$ cat src/rtl/lfsr_pkg.sv
// Shared constants for the LFSR pattern generator / MISR compactor.
// Primitive feedback masks: bit i set means the old MSB is folded into new bit i.
package lfsr_pkg;

  localparam logic [31:0] SEED_DEFAULT = 32'h0000_0001;

  localparam logic [2:0]  POLY3  = 3'b101;
  localparam logic [3:0]  POLY4  = 4'b1001;
  localparam logic [4:0]  POLY5  = 5'b01001;
  localparam logic [5:0]  POLY6  = 6'b100001;
  localparam logic [6:0]  POLY7  = 7'b1000001;
  localparam logic [7:0]  POLY8  = 8'b00011101;
  localparam logic [8:0]  POLY9  = 9'b000100001;
  localparam logic [9:0]  POLY10 = 10'b0010000001;
  localparam logic [10:0] POLY11 = 11'b01000000001;
  localparam logic [11:0] POLY12 = 12'h053;
  localparam logic [12:0] POLY13 = 13'h001B;
  localparam logic [13:0] POLY14 = 14'h0443;
  localparam logic [14:0] POLY15 = 15'h4001;
  localparam logic [15:0] POLY16 = 16'h6801;
  localparam logic [16:0] POLY17 = 17'h04001;
  localparam logic [17:0] POLY18 = 18'h00801;
  localparam logic [18:0] POLY19 = 19'h00047;
  localparam logic [19:0] POLY20 = 20'h20001;
  localparam logic [20:0] POLY21 = 21'h080001;
  localparam logic [21:0] POLY22 = 22'h200001;
  localparam logic [22:0] POLY23 = 23'h040001;
  localparam logic [23:0] POLY24 = 24'hC20001;
  localparam logic [24:0] POLY25 = 25'h0400001;
  localparam logic [25:0] POLY26 = 26'h0000047;
  localparam logic [26:0] POLY27 = 27'h0000027;
  localparam logic [27:0] POLY28 = 28'h2000001;
  localparam logic [28:0] POLY29 = 29'h08000001;
  localparam logic [29:0] POLY30 = 30'h00000053;
  localparam logic [30:0] POLY31 = 31'h10000001;
  localparam logic [31:0] POLY32 = 32'h00400007;

  // Default primitive mask for a given width, zero-extended to 32 bits.
  function automatic logic [31:0] prim_poly(input int unsigned width);
    case (width)
      3:       return 32'(POLY3);
      4:       return 32'(POLY4);
      5:       return 32'(POLY5);
      6:       return 32'(POLY6);
      7:       return 32'(POLY7);
      8:       return 32'(POLY8);
      9:       return 32'(POLY9);
      10:      return 32'(POLY10);
      11:      return 32'(POLY11);
      12:      return 32'(POLY12);
      13:      return 32'(POLY13);
      14:      return 32'(POLY14);
      15:      return 32'(POLY15);
      16:      return 32'(POLY16);
      17:      return 32'(POLY17);
      18:      return 32'(POLY18);
      19:      return 32'(POLY19);
      20:      return 32'(POLY20);
      21:      return 32'(POLY21);
      22:      return 32'(POLY22);
      23:      return 32'(POLY23);
      24:      return 32'(POLY24);
      25:      return 32'(POLY25);
      26:      return 32'(POLY26);
      27:      return 32'(POLY27);
      28:      return 32'(POLY28);
      29:      return 32'(POLY29);
      30:      return 32'(POLY30);
      31:      return 32'(POLY31);
      32:      return POLY32;
      default: return 32'h0000_0001;
    endcase
  endfunction

endpackage

$ cat src/rtl/lfsr_step.sv
// Combinational Galois step: shift left, fold MSB through POLY, optionally XOR din (MISR).
module lfsr_step
  import lfsr_pkg::*;
#(
  parameter int unsigned          WIDTH = 6,
  parameter logic [WIDTH-1:0]     POLY  = WIDTH'(prim_poly(WIDTH))
) (
  input  logic [WIDTH-1:0] q,
  input  logic [WIDTH-1:0] din,
  input  logic             misr_en,
  output logic [WIDTH-1:0] nxt_c
);

  logic [WIDTH-1:0] shifted;

  always_comb begin
    shifted = {q[WIDTH-2:0], 1'b0} ^ (q[WIDTH-1] ? POLY : '0);
    nxt_c   = misr_en ? (shifted ^ din) : shifted;
  end

endmodule

$ cat src/rtl/lfsr_gen.sv
// Galois LFSR / MISR with seed load, all-zero lock-up recovery and period measurement.
module lfsr_gen
  import lfsr_pkg::*;
#(
  parameter int unsigned          WIDTH = 6,
  parameter logic [WIDTH-1:0]     POLY  = WIDTH'(prim_poly(WIDTH)),
  parameter logic [WIDTH-1:0]     SEED  = WIDTH'(SEED_DEFAULT)
) (
  input  logic             clk,
  input  logic             rst_b,
  input  logic             en,
  input  logic             ld,
  input  logic [WIDTH-1:0] seed_in,
  input  logic             misr_en,
  input  logic [WIDTH-1:0] din,
  output logic [WIDTH-1:0] q,
  output logic             lock_rcv,
  output logic [WIDTH-1:0] period,
  output logic             period_vld
);

  logic [WIDTH-1:0] start;
  logic [WIDTH-1:0] cnt;
  logic [WIDTH-1:0] step_c;

  logic [WIDTH-1:0] q_nxt;
  logic [WIDTH-1:0] start_nxt;
  logic [WIDTH-1:0] cnt_nxt;
  logic [WIDTH-1:0] period_nxt;
  logic             period_vld_nxt;
  logic             lock_rcv_nxt;

  lfsr_step #(
    .WIDTH (WIDTH),
    .POLY  (POLY)
  ) u_step (
    .q       (q),
    .din     (din),
    .misr_en (misr_en),
    .nxt_c   (step_c)
  );

  // Priority: load, MISR step, lock-up recovery, plain step; otherwise hold.
  always_comb begin
    q_nxt          = q;
    start_nxt      = start;
    cnt_nxt        = cnt;
    period_nxt     = period;
    period_vld_nxt = period_vld;
    lock_rcv_nxt   = 1'b0;

    if (ld) begin
      q_nxt          = seed_in;
      start_nxt      = seed_in;
      cnt_nxt        = '0;
      period_vld_nxt = 1'b0;
    end else if (en) begin
      if (misr_en) begin
        q_nxt          = step_c;
        cnt_nxt        = '0;
        period_vld_nxt = 1'b0;
      end else if (q == '0) begin
        q_nxt        = SEED;
        start_nxt    = SEED;
        cnt_nxt      = '0;
        lock_rcv_nxt = 1'b1;
      end else begin
        q_nxt = step_c;
        // Returning to the start state closes one full cycle.
        if (step_c == start) begin
          period_nxt     = cnt + WIDTH'(1);
          period_vld_nxt = 1'b1;
          cnt_nxt        = '0;
        end else begin
          cnt_nxt = cnt + WIDTH'(1);
        end
      end
    end
  end

  always_ff @(posedge clk or negedge rst_b) begin
    if (!rst_b) begin
      q          <= SEED;
      start      <= SEED;
      cnt        <= '0;
      period     <= '0;
      period_vld <= 1'b0;
      lock_rcv   <= 1'b0;
    end else begin
      q          <= q_nxt;
      start      <= start_nxt;
      cnt        <= cnt_nxt;
      period     <= period_nxt;
      period_vld <= period_vld_nxt;
      lock_rcv   <= lock_rcv_nxt;
    end
  end

endmodule
$ cat config.mk
export PLATFORM = sky130hd
export DESIGN_NAME = lfsr_gen
export DESIGN_NICKNAME = d
export VERILOG_FILES = /design/src/rtl/lfsr_pkg.sv /design/src/rtl/lfsr_step.sv /design/src/rtl/lfsr_gen.sv
export SDC_FILE = /design/constraint.sdc
export NUM_CORES = 1
export LEC_CHECK = 0
export ABC_AREA = 0
export BUFFER_PORTS_ARGS = -buffer_cell sky130_fd_sc_hd__buf_2
export CAP_MARGIN = 20
export CORE_MARGIN = 5
export CORE_UTILIZATION = 24
export CTS_CLUSTER_DIAMETER = 50
export CTS_CLUSTER_SIZE = 12
export DETAILED_ROUTE_END_ITERATION = 12
export PLACE_DENSITY = 0.4
export RECOVER_POWER = 25
export SYNTH_ARGS = -nofsm -noshare
export SYNTH_HDL_FRONTEND = slang
export SYNTH_SLANG_ARGS = --single-unit
$ cat constraint.sdc
create_clock -name clk -period 2.6 [get_ports clk]
set_input_delay 0.26 -clock clk [delete_from_list [all_inputs] [get_ports clk]]
set_output_delay 0.26 -clock clk [all_outputs]
set_load 0.01 [all_outputs]
Yosys cells after proc, flatten, opt, wreduce, memory -nomap -nowiden
Index checks and enable logic that the tools add are counted.

storage, ports and cells
  register bits after elaboration = 26
  latch bits = 0
  bits in writable memories = 0
  bits in read-only memories = 0
  bits of input ports = 17
  output and inout port bits = 14
  word-level logic and storage cells = 46
  memories kept = 0

cells by class
  add/subtract/negate cells = 1
  multipliers = 0
  divide/modulo/power cells = 0
  $lt $le $gt $ge = 0
  equality and inequality tests = 3
  shift operators = 0
  multiplexer cells = 24
  bitwise operators = 5
  reduce and logical (&&, ||, !) cells = 7

operator list
  operator                                                        number
  6-bit two-way mux                                               15
  6-bit bitwise XOR                                               2
  1-bit two-way mux                                               9
  6-bit by 1-bit adder with 6-bit output (second input constant)  1
  6-bit equality test                                             1
  6-bit zero test                                                 1
  3-bit AND reduction                                             2
  5-bit AND reduction                                             1
  2-bit nonzero test                                              2
  3-bit inequality test (second input constant)                   1
  1-bit NOT                                                       3
  3-bit nonzero test                                              1
  2-bit inequality test (second input constant)                   1

Depth between registers and ports, before layout
Gate-level depths: netlist of run 1.

  depth after elaboration = 10
  mapped depth = 7

By module
From an unflattened synthesis of run 1, not the netlist that was laid out.

second synthesis, totals
  cell total of the unflattened synthesis = 124
  area total of the unflattened synthesis = 1335.0 sq um

modules (own cells, without submodules)
  module     instances  cells an instance  area an instance (sq um)
  lfsr_gen   1          111                1251.2
  lfsr_step  1          13                 83.8

Worst setup path after synthesis of run 1
Ideal clock, no wire load.

  path type = reg-to-reg
  start point = reg q[5]
  end point = reg period[1]
  arrival = 2023 ps
  path slack = 452 ps
  cell stages (with the launch flop) = 8
  buffers on the path = 0
  clock period less this slack = 2148 ps
  cell sequence = dfrtp_1 > inv_1 > ha_1 > xnor2_1 > xnor2_2 > nand3_2 > nor3_4 > mux2_4

between the ends
  longest elaborated chain between the ends = 6

RTL lines
  what                                      line             RTL
  from (decl)                               lfsr_gen.sv:16   output logic [WIDTH-1:0] q,
  from (signal assigned)                    lfsr_gen.sv:90   q <= q_nxt;
  6-bit two-way mux                         lfsr_step.sv:17  shifted = {q[WIDTH-2:0], 1'b0} ^ (q[WIDTH-1] ? POLY : '0);
  6-bit bitwise XOR                         lfsr_step.sv:17
  6-bit bitwise XOR                         lfsr_step.sv:18  nxt_c = misr_en ? (shifted ^ din) : shifted;
  6-bit two-way mux                         lfsr_step.sv:18
  6-bit equality test                       lfsr_gen.sv:70   if (step_c == start) begin
  5-bit AND reduction (no source line) (*)  -
  to (signal assigned)                      lfsr_gen.sv:93   period <= period_nxt;
  to (decl)                                 lfsr_gen.sv:18   output logic [WIDTH-1:0] period,

Mark *: on every way between the ends. The rest lies on a longest branch, timed or not.
A chain may end at the register's enable or synchronous reset.

Final worst setup path of run 1
Same ends and word-level chain as after synthesis.

==> results by group, run 1 <==
Run status
  – Status: complete, no violations

Critical path
  – R2r endpoint: period[1]
  – Critical R2R Launch: q[5]
  – WP data arrival: 2.43 ns
  – Critical Path Max Stage Delay: 0.45 ns
  – Slowest CP cell: dfrtp_1
  – CP startpoint: q[5]
  – Crit path kind: reg2reg
  – Family with the most delay on the worst path: simple AND/OR/NAND/NOR gates
  – Reg2Reg Setup Slack: 0.33 ns
  – CP bufs+invs: 1
  – Critical path, cell by cell: inv_1 > ha_1 > xnor2_1 > xnor2_2 > nand3_2 > nor3_4 > mux2_4
  – CP Capture Type: flop
  – Crit-path max FO: 6
  – Crit path required time: 2.77 ns
  – Cells on worst reg2reg path: 7
  – Crit path launch type: flop

Pwr
  – Total power: 1.04 mW
  – LEAKAGE: 0.812 nW
  – VDD IR max: 433 uV
  – Pwr dens: 608 nW/um^2

STA
  – Peak Freq: 441 MHz
  – Finish-stage setup viols: 0
  – Final WS setup: 0.330 ns
  – Slew Limit Fails: 0
  – RSZ-0062 raised after global routing: false
  – Final Hold Fails: 0
  – Fin crit share: 0.873
  – Worst-Margin Slew: 1.46 ns
  – Post-Route Setup TNS: 0 ns
  – Slew HR: 0.0278
  – Setup Skew: 0.00261 ns
  – Fin crit period: 2.27 ns

Global routing
  – Total global routing overflow: 0
  – First-pass GRT wire length: 5730 um
  – Initial antenna violation count: 0
  – GRT Total Usage: 0.0962
  – Largest net degree at the start of global routing: 27
  – Vias in the first global route: 1171

Routing
  – Via count: 1082
  – Met1 WL: 1380 um
  – Antenna-violating nets left: 0
  – DR vias/cell: 4.35
  – Top Layer Used: met4
  – First drt pass iteration count: 4
  – DR WL met2: 1670 um
  – # DRC: 0
  – DR WL met3: 218 um
  – Routed WL: 3280 um
  – Initial DRC count: 23
  – DR WL/cell: 13.2 um

Worst hold path
  – Hold WC Path Type: in2reg
  – Endpoint, Worst Hold: start[5]
  – Cells on Worst Hold Path: 3
  – Hold path startpoint: seed_in[5]

Logic synthesis
  – Post-synth top area cell: dfrtp_1
  – Seq/Total Area, Yosys: 0.462
  – Fraction of registers with async set/reset: 1.00
  – Synth Flop Type: dfrtp_1
  – Count leader, synth: nand2_1
  – Ys Warns: 0
  – Mapped Cells: 143
  – Synth Register Bits: 26
  – EDFF count, synth: 0
  – Synth top area cells: dfrtp_1 42%, nand2_1 8.8%, xnor2_1 5.6%, o21ai_0 5.0%, xor2_1 4.3%
  – Top-area cell type share of the netlist area: 0.424
  – Syn Area/Cell: 9.90 um^2
  – Mapped Area: 1420 um^2
  – Netlist cell types: 35
  – Syn_nets: 162
  – Top post-synthesis cells by count: 33 x nand2_1, 24 x dfrtp_1, 14 x o21ai_0

Die
  – Die ar.: 7530 um^2
  – Num rows: 28
  – I/O pin cnt: 31
  – Die span in y: 86.8 um
  – Core Area: 5820 um^2
  – Initial core utilization: 0.243
  – DIE WIDTH: 86.8 um

Clock tree
  – Root buf cell: clkbuf_8
  – Post-CTS setup buffers: 0
  – # H-tree levels: 1
  – Clock Sinks: 26
  – Later-pin clock latency in the skew report: 0.27 ns
  – Hold Buf Count CTS: 0
  – CTS tree: yes
  – # resized after CTS: 0
  – Register clock-pin slew on the reported worst setup and hold paths: 0.10 ns
  – CTS Buffer Depth: 2
  – Total CTS buffers: 3

Place
  – HPWL Detailed: 2470 um
  – Place WS: 0.318 ns
  – IO buf count: 30
  – Placed Area: 1650 um^2
  – Gpl congestion: 0.728

Cells and area
  – FILL cells: 643
  – Core Util, Final: 0.295
  – N_diodes: 0
  – Nets: 194
  – Fin area: 1720 um^2
  – Layout area overhead: 21.3%
  – Fraction of layout cells with a size suffix above 1: 0.253

Flow run
  – Max-capacitance violation count: 0
-- how the worst max path moves through the flow --
stage / end / slack [ns] / depth (start not counted)
final: period[1] / 0.33 / 7
after global routing: period[2] / 0.18 / 7
after CTS: period[1] / 0.30 / 7
after detailed placement: period[1] / 0.32 / 7
after global placement: period[1] / 0.39 / 7
after floorplan: period[1] / 0.45 / 7
-- worst register-to-register path, delay by kind of cell (launching register included) --
kind | cells | cell delay (ns)
simple gates | 2 | 0.55
flops | 1 | 0.45
buf+inv | 1 | 0.07
xor+xnor | 2 | 0.43
fa+ha+maj | 1 | 0.32
mux | 1 | 0.34
-- logic make-up after synthesis --
kind of cell | count (synthesis) | synth area share
AOI/OAI and AO/OA | 26 | 0.109
xor gates and xnor gates | 20 | 0.155
adders and majority gates | 2 | 0.0177
buffers and inverters | 13 | 0.0354
DFF | 26 | 0.462
muxes | 6 | 0.0495
and+or+nand+nor | 50 | 0.172
-- sequential cells by signal, indices dropped and copies added (netlist names) --
signal / flops
period: 6
start: 6
lock_rcv: 1
q: 6
period_vld: 1
cnt: 6
-- routing by layer --
metal	track usage	vias to the layer above
li1	-	537
met1	0.113	514
met2	0.172	29
met3	0.0333	2
met4	0.0127	0
met5	0	-
-- stage by stage --
stage,hold WS (ns),std cells
floorplan,-0.0356,143
global placement,0.313,245
detailed placement,0.317,245
CTS,0.0106,249
global route,0.191,249
finish,0.192,249
-- placed cells by master (no fill, tap or decap), types with 2 or more instances in the layout --
cell      instances
dfstp_2           2
nor3b_1           2
buf_2            29
a21oi_1           4
nor2_1            3
mux2i_1           4
and2_1            2
inv_1            10
xor2_1            7
o21ai_0          14
xnor2_1           9
nand2_1          33
dfrtp_1          24
nand3_1           2
xnor2_2           2
mux2_4            2
clkbuf_8          3
nand3_2           2
ha_1              2
-- power breakdown --
part / internal, mW / switching, mW
Combinational: 0.107 / 0.120
Clock: 0.206 / 0.135
Sequential: 0.443 / 0.0325
-- cell type report --
class,count,area [um^2],area share
multi-input cells,104,712,0.415
flip-flops and latches,26,653,0.380
repair buffers,30,149,0.0867
well taps,75,93.8,0.0547
clock buffers,3,41.3,0.0241
inverters,10,37.5,0.0219
clock inverters,1,30.0,0.0175
(Power assumes the default switching activity.)
==> run 2, diff against run 1 <==
- PLACE_DENSITY: 0.4 -> 0.41
- clock period: 2.6 -> 1.86 ns (I/O delays scaled with it)
==> run 2 against run 1 <==
- final area increased by 13%
- clock skew rose by 0.00054 ns
- utilization grew 3.7 points
- sequential power increased by 39%
- largest power group unchanged
- largest cell class unchanged
- via count increased by 6.7%
- critical path depth is the same
- count of clock-buffer cells in the layout is the same
- worst setup slack got worse by 0.33 ns
- maximum frequency is 22% higher
- combinational power up 86%
==> results by group, run 2 (synthesis gave the netlist of run 1 again) <==
Run status
  – Status: complete, no violations

Die
  – Num rows: 28
  – Core Area: 5820 um^2
  – Initial core utilization: 0.243
  – Die ar.: 7530 um^2
  – Die span in y: 86.8 um
  – DIE WIDTH: 86.8 um
  – I/O pin cnt: 31

STA
  – RSZ-0062 raised after global routing: true
  – Setup Skew: 0.00314 ns
  – Final Hold Fails: 0
  – Fin crit share: 0.998
  – Peak Freq: 539 MHz
  – Fin crit period: 1.86 ns
  – Slew HR: 0.534
  – Worst-Margin Slew: 0.700 ns
  – Post-Route Setup TNS: 0 ns
  – Finish-stage setup viols: 0
  – Slew Limit Fails: 0

Critical path
  – Reg2Reg Setup Slack: 0.004 ns
  – Crit path required time: 2.03 ns
  – Crit path kind: reg2reg
  – R2r endpoint: period[2]
  – Crit-path max FO: 3
  – CP Capture Type: flop
  – WP data arrival: 2.03 ns
  – Cells on worst reg2reg path: 7
  – Critical R2R Launch: q[5]
  – Crit path launch type: flop

Clock tree
  – Clock Sinks: 26
  – Later-pin clock latency in the skew report: 0.28 ns
  – # H-tree levels: 1
  – Total CTS buffers: 3
  – Register clock-pin slew on the reported worst setup and hold paths: 0.10 ns
  – CTS Buffer Depth: 2
  – CTS tree: yes
  – Root buf cell: clkbuf_8

Cells and area
  – Core Util, Final: 0.332
  – FILL cells: 633
  – Fraction of layout cells with a size suffix above 1: 0.351
  – N_diodes: 0
  – Layout area overhead: 36.5%
  – Most frequent cells in the layout: 33 x nand2_1, 24 x buf_2, 23 x dfrtp_1, 17 x buf_4, 14 x o21ai_0
  – Most common cell after layout, fill and taps aside: nand2_1
  – Nets: 214

Global routing
  – Vias in the first global route: 1326
  – Largest net degree at the start of global routing: 27
  – Initial antenna violation count: 0
  – GRT Total Usage: 0.107
  – Total global routing overflow: 0
  – First-pass GRT wire length: 6230 um

Routing
  – Via count: 1155
  – Antenna-violating nets left: 0
  – First drt pass iteration count: 4
  – DR vias/cell: 4.29
  – Routed WL: 3590 um
  – Initial DRC count: 21
  – DR WL/cell: 13.3 um
  – # DRC: 0

Worst hold path
  – Cells on Worst Hold Path: 3
  – Hold WC Path Type: in2reg
  – Endpoint, Worst Hold: start[3]
  – Hold path startpoint: seed_in[3]

Place
  – IO buf count: 30
  – HPWL Detailed: 2710 um
  – Gpl congestion: 0.718

Pwr
  – LEAKAGE: 0.914 nW
  – Pwr dens: 810 nW/um^2
  – VDD IR max: 310 uV

Flow run
  – Max-capacitance violation count: 0
-- run 2: area by class of cell --
type	instances	area, um^2	area share
clock buffers	3	41.3	0.0214
clock inverters	1	30.0	0.0155
inverters	10	37.5	0.0194
multi-input cells	104	771	0.399
flip-flops and latches	26	654	0.339
well taps	75	93.8	0.0486
repair buffers	50	304	0.157
-- run 2: where the power goes --
part           leakage (nW)  switching [mW]  internal, mW  total (mW)
logic                 0.562           0.205         0.218       0.423
clock network        0.0357           0.194         0.288       0.482
registers             0.316          0.0406         0.619       0.660
total                 0.914           0.440          1.13        1.57
-- run 2: worst max-delay path by stage --
stage / startpoint / endpoint / slack (ns) / depth (start not counted)
finish: q[5] / period[2] / 0.004 / 7
floorplan: q[5] / period[1] / -0.02 / 7
global placement: q[4] / period[4] / 0.003 / 8
CTS: q[5] / period[2] / -0.04 / 8
detailed placement: q[5] / period[3] / -0.04 / 8
global route: q[0] / cnt[5] / -0.07 / 6
-- run 2: worst max-delay path, stage by stage, from the launching register on --
cell and delay, ns:
dfrtp_2 0.43, inv_2 0.07, ha_4 0.10, or4b_4 0.48, o21ai_4 0.18, nor3_4 0.07, buf_6 0.13, mux2_4 0.28
-- run 2: routing by layer --
metal	up-vias	wire (um)	track usage
li1	572	-	-
met1	547	1580	0.127
met2	32	1770	0.189
met3	4	203	0.0295
met4	0	34	0.0297
met5	-	0	0
-- run 2: timing repair --
item                       4_1_cts  5_1_grt
hold buffers                     1        0
setup endpoints to repair        5       19
cloned                           0        0
gates resized for setup          3        5
hold endpoints to repair        24        0
pin swaps                        3        2
setup buffers                    3        1
-- run 2: through the flow --
step	power [mW]	instance area, um^2	cells	hold WS, ns	setup slack (ns)
2_1_floorplan	0.905	1440	143	-0.110	-0.0221
3_3_place_gp	1.07	1780	260	0.241	0.00342
3_5_place_dp	1.08	1780	260	0.246	-0.0378
4_1_cts	1.57	1900	268	0.104	-0.0389
5_1_grt	1.65	1930	269	0.115	-0.0738
6_report	1.57	1930	269	0.107	0.00372
==> run 3, diff against run 2 <==
- MAX_ROUTING_LAYER: not set -> met4
==> run 3 against run 2 <==
- cell count is the same
- sequential share of layout area is the same
- total power shrank 0.19%
- global-route usage grew 0.31 points
- worst setup slack lost 0.00091 ns
- non-clock buffer count is the same
- combinational power is essentially flat
- die area is the same
- critical path depth is the same
- sequential power is essentially flat
- maximum frequency is essentially flat
- utilization is the same
==> results by group, run 3 (synthesis gave the netlist of run 1 again) <==
Global routing
  – GRT Total Usage: 0.111
  – Vias in the first global route: 1329
  – Initial antenna violation count: 0
  – First-pass GRT wire length: 6230 um
  – Total global routing overflow: 0
  – Largest net degree at the start of global routing: 27

STA
  – Fin crit period: 1.86 ns
  – Setup Skew: 0.00486 ns
  – Slew Limit Fails: 0
  – Hold WS: 0.107 ns
  – Slew HR: 0.535
  – Peak Freq: 538 MHz
  – Fin crit share: 0.998
  – Final Hold Fails: 0
  – Worst-Margin Slew: 0.698 ns
  – RSZ-0062 raised after global routing: true
  – Post-Route Setup TNS: 0 ns
  – Finish-stage setup viols: 0

Die
  – Die ar.: 7530 um^2
  – Num rows: 28
  – DIE WIDTH: 86.8 um
  – Initial core utilization: 0.243
  – Die span in y: 86.8 um
  – Core Area: 5820 um^2
  – I/O pin cnt: 31

Clock tree
  – Total CTS buffers: 3
  – # H-tree levels: 1
  – Register clock-pin slew on the reported worst setup and hold paths: 0.10 ns
  – CTS Buffer Depth: 2
  – CTS tree: yes
  – Root buf cell: clkbuf_8
  – Clock Sinks: 26
  – Later-pin clock latency in the skew report: 0.28 ns

Cells and area
  – Fraction of layout cells with a size suffix above 1: 0.351
  – Most frequent cells in the layout: 33 x nand2_1, 24 x buf_2, 23 x dfrtp_1, 17 x buf_4, 14 x o21ai_0
  – Most common cell after layout, fill and taps aside: nand2_1
  – Fin area: 1930 um^2
  – N_diodes: 0
  – Layout area overhead: 36.5%
  – FILL cells: 633
  – Nets: 214

Pwr
  – Sw Ratio: 0.279
  – Pwr dens: 809 nW/um^2
  – Reg power frac: 0.422
  – Internal: 1.13 mW
  – Comb pwr share: 0.271
  – LEAKAGE: 0.914 nW
  – Switching Power: 0.437 mW
  – Clock power frac: 0.307
  – VDD IR max: 311 uV

Critical path
  – WP data arrival: 2.03 ns
  – Crit path required time: 2.03 ns
  – CP startpoint: q[5]
  – Critical R2R Launch: q[5]
  – Crit path kind: reg2reg
  – Crit-path max FO: 3
  – Crit path launch type: flop
  – CP Capture Type: flop

Run status
  – Status: complete, no violations

Worst hold path
  – Hold path startpoint: seed_in[3]
  – Hold WC Path Type: in2reg

Routing
  – Antenna-violating nets left: 0
  – DR vias/cell: 4.30
  – Via count: 1158
  – DR WL/cell: 13.3 um
  – # DRC: 0
  – Initial DRC count: 18
  – First drt pass iteration count: 4
  – Routed WL: 3580 um

Place
  – IO buf count: 30
  – Placed Area: 1780 um^2
  – Gpl congestion: 0.726
  – HPWL Detailed: 2710 um

Flow run
  – Max-capacitance violation count: 0
run 3: cell counts in the layout (fill, tap and decap cells not counted):
Identical to the previous run, type by type.
run 3: worst max-delay path, cell delays in order, from the launching register on:
cell and delay, ns:
dfrtp_2 0.43, inv_2 0.07, ha_4 0.10, or4b_4 0.48
o21ai_4 0.18, nor3_4 0.07, buf_6 0.13, mux2_4 0.28
run 3: timing repair:
item	in CTS	in global routing
endpoints found under the hold margin	24	0
hold buffers	1	0
setup buffers	3	1
endpoints found under the setup margin	5	19
pin swaps	3	2
gates resized for setup	3	5
run 3: metrics by stage:
| step | setup WS, ns | cells | utilization | power [mW] |
|---|---|---|---|---|
| 2_1_floorplan | -0.0221 | 143 | - | 0.905 |
| 3_3_place_gp | 0.00342 | 260 | 0.306 | 1.07 |
| 3_5_place_dp | -0.0378 | 260 | 0.306 | 1.08 |
| 4_1_cts | -0.0389 | 268 | 0.327 | 1.57 |
| 5_1_grt | -0.0740 | 269 | 0.332 | 1.65 |
| 6_report | 0.00281 | 269 | 0.332 | 1.56 |
run 3: layout make-up:
cell class | instances | area [um^2] | share of cell area
Timing Repair Buffer | 50 | 304 | 0.157
Clock buffer | 3 | 41.3 | 0.0214
Inverter | 10 | 37.5 | 0.0194
Tap cell | 75 | 93.8 | 0.0486
Multi-Input combinational cell | 104 | 771 | 0.399
Sequential cell | 26 | 654 | 0.339
Clock inverter | 1 | 30.0 | 0.0155
run 3: final timing paths:
kind / to / slack [ns] / cells past startpoint
worst max-delay path: period[2] / 0.003 / 7
worst min-delay path: start[3] / 0.11 / 3
worst max register to register: period[2] / 0.003 / 7
worst min register to register: start[0] / 0.49 / 2
max in group asynchronous: q[5] / 0.89 / 2
min in group asynchronous: period[5] / 0.48 / 2
run 3: routing by layer:
| layer | vias up | GRT usage | routed length, um |
|---|---|---|---|
| met5 | - | - | 0 |
| met4 | 0 | 0.0297 | 34 |
| met3 | 4 | 0.0257 | 181 |
| met2 | 32 | 0.189 | 1780 |
| met1 | 550 | 0.130 | 1580 |
| li1 | 572 | - | - |
run 3: power groups by stage:
| stage | Sequential [mW] | Combinational (mW) | Clock (mW) |
|---|---|---|---|
| after floorplan | 0.689 | 0.216 | 0 |
| after global placement | 0.667 | 0.403 | 0 |
| after detailed placement | 0.669 | 0.407 | 0 |
| after CTS | 0.659 | 0.416 | 0.496 |
| after global routing | 0.667 | 0.472 | 0.513 |
| final | 0.660 | 0.423 | 0.479 |
